==> src/rtl/call_ret_pkg.sv <==
// call_ret_pkg: shared types and default sizing for the call/return sequencer.
package call_ret_pkg;

    localparam int DEF_W       = 8;
    localparam int DEF_DEPTH   = 16;
    localparam int DEF_POP_LAT = 1;

    typedef enum logic [2:0] {
        IDLE,
        PUSH,
        POP,
        WAIT,
        LOAD
    } state_t;

endpackage

==> src/rtl/call_ret_ctrl.sv <==
// call_ret_ctrl: turns decoder CALL/RET into stack PUSH/POP strobes and PC reloads.
// Optional macro CALL_RET_GUARD_EN adds the nesting-depth counter and the
// sticky OVF/UNF flags; without it every CALL pushes and every RET pops.
// All outputs come straight from flops: the combinational block computes the
// next value of each output alongside the next state.
module call_ret_ctrl
    import call_ret_pkg::*;
#(
    parameter int W       = DEF_W,
    parameter int DEPTH   = DEF_DEPTH,
    parameter int POP_LAT = DEF_POP_LAT
) (
    input  logic         clk,
    input  logic         rst,
    input  logic         CALL,
    input  logic         RET,
    input  logic [W-1:0] PC,
    input  logic [W-1:0] TARGET,
    input  logic         CLR_FAULT,
    output logic         STK_PUSH,
    output logic         STK_POP,
    output logic [W-1:0] STK_VALUE,
    input  logic [W-1:0] STK_OUTPUT,
    output logic         PC_LOAD,
    output logic [W-1:0] PC_VALUE,
    output logic         BUSY,
    output logic         OVF,
    output logic         UNF
);

    localparam int CW = (POP_LAT > 1) ? $clog2(POP_LAT) : 1;

    state_t         state, state_n;
    logic [CW-1:0]  cnt, cnt_n;
    logic           push_n, pop_n, load_n, busy_n, ovf_n, unf_n;
    logic [W-1:0]   sval_n, pval_n;
    logic           full, empty;

`ifdef CALL_RET_GUARD_EN
    localparam int DW = $clog2(DEPTH + 1);
    logic [DW-1:0]  depth, depth_n;

    assign full  = (depth == DW'(DEPTH));
    assign empty = (depth == '0);

    // Nesting depth; saturates by construction since the guard blocks the edges.
    always_ff @(posedge clk or negedge rst) begin
        if (!rst) depth <= '0;
        else      depth <= depth_n;
    end
`else
    logic unused_clr;
    assign unused_clr = CLR_FAULT;
    assign full  = 1'b0;
    assign empty = 1'b0;
`endif

    // Next state, next output values and counter updates.
    always_comb begin
        state_n = state;
        cnt_n   = cnt;
        push_n  = 1'b0;
        pop_n   = 1'b0;
        load_n  = 1'b0;
        sval_n  = '0;
        pval_n  = '0;
`ifdef CALL_RET_GUARD_EN
        depth_n = depth;
        // A fault raised in the same cycle as CLR_FAULT overrides the clear.
        ovf_n   = OVF & ~CLR_FAULT;
        unf_n   = UNF & ~CLR_FAULT;
`else
        ovf_n   = 1'b0;
        unf_n   = 1'b0;
`endif
        case (state)
            IDLE: begin
                if (CALL) begin
                    if (full) begin
                        ovf_n = 1'b1;
                    end else begin
                        state_n = PUSH;
                        push_n  = 1'b1;
                        load_n  = 1'b1;
                        sval_n  = PC + 1'b1;   // wraps mod 2^W
                        pval_n  = TARGET;
                    end
                end else if (RET) begin
                    if (empty) begin
                        unf_n = 1'b1;
                    end else begin
                        state_n = POP;
                        pop_n   = 1'b1;
                    end
                end
            end
            PUSH: begin
`ifdef CALL_RET_GUARD_EN
                depth_n = depth + 1'b1;
`endif
                state_n = IDLE;
            end
            POP: begin
`ifdef CALL_RET_GUARD_EN
                depth_n = depth - 1'b1;
`endif
                cnt_n   = '0;
                state_n = WAIT;
            end
            WAIT: begin
                if (cnt == CW'(POP_LAT - 1)) begin
                    cnt_n   = '0;
                    state_n = LOAD;
                    load_n  = 1'b1;
                    pval_n  = STK_OUTPUT;   // captured on the edge ending WAIT
                end else begin
                    cnt_n = cnt + 1'b1;
                end
            end
            LOAD: state_n = IDLE;
            default: state_n = IDLE;
        endcase
        busy_n = (state_n != IDLE);
    end

    // State, wait counter and registered outputs.
    always_ff @(posedge clk or negedge rst) begin
        if (!rst) begin
            state     <= IDLE;
            cnt       <= '0;
            STK_PUSH  <= 1'b0;
            STK_POP   <= 1'b0;
            STK_VALUE <= '0;
            PC_LOAD   <= 1'b0;
            PC_VALUE  <= '0;
            BUSY      <= 1'b0;
            OVF       <= 1'b0;
            UNF       <= 1'b0;
        end else begin
            state     <= state_n;
            cnt       <= cnt_n;
            STK_PUSH  <= push_n;
            STK_POP   <= pop_n;
            STK_VALUE <= sval_n;
            PC_LOAD   <= load_n;
            PC_VALUE  <= pval_n;
            BUSY      <= busy_n;
            OVF       <= ovf_n;
            UNF       <= unf_n;
        end
    end

endmodule

==> config.mk <==
export PLATFORM = sky130hd
export DESIGN_NAME = call_ret_ctrl
export DESIGN_NICKNAME = d
export VERILOG_FILES = /design/src/rtl/call_ret_pkg.sv /design/src/rtl/call_ret_ctrl.sv
export SDC_FILE = /design/constraint.sdc
export NUM_CORES = 1
export LEC_CHECK = 0
export ABC_AREA = 1
export BUFFER_PORTS_ARGS = -buffer_cell sky130_fd_sc_hd__buf_2
export CAP_MARGIN = 30
export CORE_AREA = 2 2 49 51
export CTS_CLUSTER_DIAMETER = 80
export DETAILED_ROUTE_END_ITERATION = 16
export DIE_AREA = 0 0 51 53
export GPL_ROUTABILITY_DRIVEN = 0
export PLACE_DENSITY_LB_ADDON = 0.08
export SLEW_MARGIN = 20
export SYNTH_ARGS = -nofsm -noshare
export SYNTH_HDL_FRONTEND = slang
export SYNTH_SLANG_ARGS = --single-unit
==> constraint.sdc <==
create_clock -name clk -period 3.3 [get_ports clk]
set_clock_uncertainty 0.15 [all_clocks]
set_input_delay 0.33 -clock clk [delete_from_list [all_inputs] [get_ports clk]]
set_output_delay 0.33 -clock clk [all_outputs]
set_load 0.05 [all_outputs]
# After elaboration in Yosys (flattened, before gate mapping)
# Cells that the tools add are included.
# word_totals
regBits	24
inputBits	29
output_inout_bits	22
wordCells	33
# classes
addsub	2
n_eq_ne	2
n_mux	18
reduce_logical	3
# op_table
op	count
$mux 8	4
$pmux 8 s2	1
$mux 3	3
$pmux 3 s3	1
$add 8x1->8 const B	1
$mux 1	7
$eq 3x2->1 const B	2
$pmux 1 s2	2
$logic_not 3->1	1
$reduce_bool 3->1	1
$reduce_bool 2->1	1
$add 1x1->1 const B	1

# Logic depth before layout (Yosys ltp)
# logic_depth
word_depth	4
depth_mapped	6
depth_no_buf	6

# Least setup slack after synthesis
# Ideal clock, no wire load.
# synth_timing
path_type	reg2reg
from	register state[1]
to	register STK_VALUE[3]
setup_ns	0.069
t_arrival_ns	0.952
required_time_ns	3.081
slack_ns	2.129
path_stages_with_launch	7
path_buffers	1
period_less_slack_ns	1.171
cell_sequence	dfrtp_1 nor2_2 nand2_2 nor2_4 buf_8 nand2_2 nor2_2
# synth_between
elab_chain_cells	2
# synth_lines
item	line_no	source
from (decl)	call_ret_ctrl.sv:33	state_t state, state_n;
from (signal assigned)	call_ret_ctrl.sv:140	state <= state_n;
$logic_not 3->1	call_ret_ctrl.sv:76	case (state)
$mux 8	call_ret_ctrl.sv:76	
named net sval_n[3]	call_ret_ctrl.sv:36	logic [W-1:0] sval_n, pval_n;
to (signal assigned)	call_ret_ctrl.sv:144	STK_VALUE <= sval_n;
to (decl)	call_ret_ctrl.sv:22	output logic [W-1:0] STK_VALUE,
# The timed path passes the listed nets, and every way through them passes these cells.
# A chain may end at the register's enable or synchronous reset.

# Worst setup path after layout
# layout_timing
from	register state[1]
to	register STK_VALUE[0]
# The elaborated chain is that of the path after synthesis.

==> summary.txt <==
Power
  • Static Leak: 0.000737 µW
  • VDD IR max: 0.000380 V
  • Total Power: 1020 µW
  • Pwr Density: 825 nW/µm²

Clock tree
  • Reg clk slew, reported paths: about 120 ps
  • CTS tree: yes
  • Sink Count: 23
  • # resized after CTS: 0
  • Total CTS buffers: 3
  • Clk Latency, worst-skew pair: 290 ps
  • Clock buffer depth: 2
  • Htree depth: 1
  • Post-CTS Setup Inserts: 0
  • CTS root buf: clkbuf_4

Synth
  • Synth Cell Area: 951 µm²
  • Unique cell type count in the Yosys netlist: 18
  • Mean Syn Cell Area: 9.06 µm²
  • Yosys warns: 0
  • Number of synthesized register bits: 23
  • Sequential area share after synthesis: a little over 60%
  • Cells after Synth: 105

Timing
  • Final period utilization: 44.1%
  • Final WS setup: roughly 1800 ps
  • RSZ-0062 raised after global routing: false
  • Setup Viol. Count Final: 0
  • Post-route minimum period: around 1500 ps
  • Final TNS setup: 0 ps
  • Max frequency: 687 MHz
  • Hold Vio Cnt, Final: 0
  • Count of pins over their slew limit: 0

Global route
  • Overall routing resource usage: 13.5%
  • Number of global-route vias before repair: 681
  • Global-route wire length before repair: 2690 µm
  • Largest net degree at the start of global routing: 24
  • Initial antenna violation count: 0
  • GRT overflow: 0

Setup path
  • R2R setup slack: between 1500 and 2000 ps
  • WS Path Type: reg -> reg
  • Crit path largest cell delay: 430 ps
  • CP Data Arrival Time: ~1500 ps
  • Startpoint Class: register
  • Slowest CP cell: dfrtp_1
  • Worst path cell trace: nor2_2, nand2_2, nor2_4, inv_1, nor2_1
  • WP buf/inv: 1
  • Top delay family on crit path: simple AND/OR/NAND/NOR gates
  • Critical Path End Type: register
  • Max FO, Critical Path: 14
  • Critical Path RT: 3380 ps

Finish
  • Reg area: 576 µm²
  • Layout area overhead: 29.6%
  • Multi-input gate area: roughly 320 µm²
  • Final #Nets: ~190
  • Antenna diodes: 0
  • Fill count: 214
  • Share of cells above drive strength 1: a little under two fifths

Drt
  • Vias: about 820
  • Pre-antenna DRT Iters: 4
  • Vias/cell: 4.45
  • Drt total wl: 1790 µm
  • First DRT Iteration DRCs: 20
  • WL per Instance: 9.78 µm
  • Final ANT Viol Nets: 0
  • # DRC: 0

Floorplanning
  • Die ar.: roughly 2700 µm²
  • Row count: 17
  • DIE HEIGHT: 53 µm
  • Core area: 2150 µm²
  • Chip Width: between 50 and 60 µm
  • Initial Util: 44.3%
  • IO Pins: 51

Placement
  • I/O Buffers: 47
  • Dpl hpwl: ~1400 µm
  • Dpl ws: 1860 ps

Run
  • Max-Cap Viols: 0

Worst hold path
  • Hold crit path type: in -> reg

Outcome
  • Status: finished clean
logic make-up (layout without fill, tap and decap cells):
logic type      count (synthesis)  count (layout)  synth area share (%)
simple gates                   64              64                  28.2
flops                          23              23                  60.5
buf+inv                        11              60                  6.31
compound gates                  4               4                  2.37
fa+ha+maj                       1               1                  1.32
other cells                     1               2                 0.394
xor+xnor                        1               1                 0.921
cell usage in the layout, fill, tap and decap left out, drive strengths merged:
| cell type | count |
|---|---|
| buf | 47 |
| nand2 | 40 |
| dfrtp | 23 |
| nor2 | 17 |
| inv | 7 |
| nand3 | 6 |
| clkbuf | 3 |
| a21oi | 2 |
| conb | 2 |
| clkinv | 2 |
| o21bai | 1 |
| xnor2 | 1 |
| or2 | 1 |
| o21ai | 1 |
| ha | 1 |
| dlygate4sd3 | 1 |
worst register-to-register path: cells and delay by family, from the launching register on:
kind	cells	cell delay [ps]
simple gates	4	650
buf+inv	1	170
flops	1	430
final timing paths:
check | start | to | depth (start not counted)
hold / removal | TARGET[4] | PC_VALUE[4] | 3
min in group asynchronous | rst | PC_VALUE[5] | 2
max in group asynchronous | rst | STK_VALUE[0] | 2
setup reg to reg | state[1] | STK_VALUE[0] | 5
hold reg to reg | state[2] | PC_LOAD | 3
setup / recovery | state[1] | STK_VALUE[0] | 5
cell type report:
class / count / area share (%)
clock buffer: 3 / 1.83
timing repair buffer: 48 / 19.9
sequential: 23 / 46.7
clock inverter: 1 / 0.406
multi-input combinational: 72 / 25.9
inverter: 8 / 2.44
tap: 28 / 2.84
sequential cells by signal, indices dropped and copies added, names as in the netlist:
signal and flops:
BUSY 1, PC_LOAD 1, PC_VALUE 8, STK_POP 1
STK_PUSH 1, STK_VALUE 8, state 3
synth_stat cells, drive strengths merged:
master / instances / area share, %
dfrtp: 23 / 61
or2: 1 / 0.66
a21oi: 2 / 1.1
conb: 1 / 0.39
clkinv: 1 / 0.39
ha: 1 / 1.3
nor2: 17 / 8.0
inv: 7 / 2.8
nand3: 6 / 3.2
buf: 3 / 3.2
xnor2: 1 / 0.92
o21ai: 1 / 0.53
nand2: 40 / 16
o21bai: 1 / 0.79
repair_timing:
| action | in CTS | in global routing |
|---|---|---|
| setup endpoints to repair | 0 | 0 |
| endpoints found under the hold margin | 23 | 0 |
| hold buffers | 1 | 0 |
through the flow:
stage	hold WS (ps)	util (%)	instances	area [µm²]
6_report	68.8	57.4	183	1230
3_3_place_gp	171	55.6	178	1190
2_1_floorplan	-116	-	106	955
5_1_grt	55.8	57.4	183	1230
3_5_place_dp	173	55.6	178	1190
4_1_cts	56.1	57.4	183	1230
power by group:
part / total, µW / switching (µW) / internal (µW)
Combinational: 507 / 398 / 109
Clock: 121 / 75.7 / 45.1
Sequential: 389 / 25.1 / 364
per-layer routing:
metal  part of all wire, %  track usage, %  vias up
met1                    41            15.4      369
met4                   1.1            6.76        0
met2                    50            24.2       30
met3                   7.2            2.26        2
met5                     0               0        -
li1                      -               -      414
(Power assumes the default switching activity.)
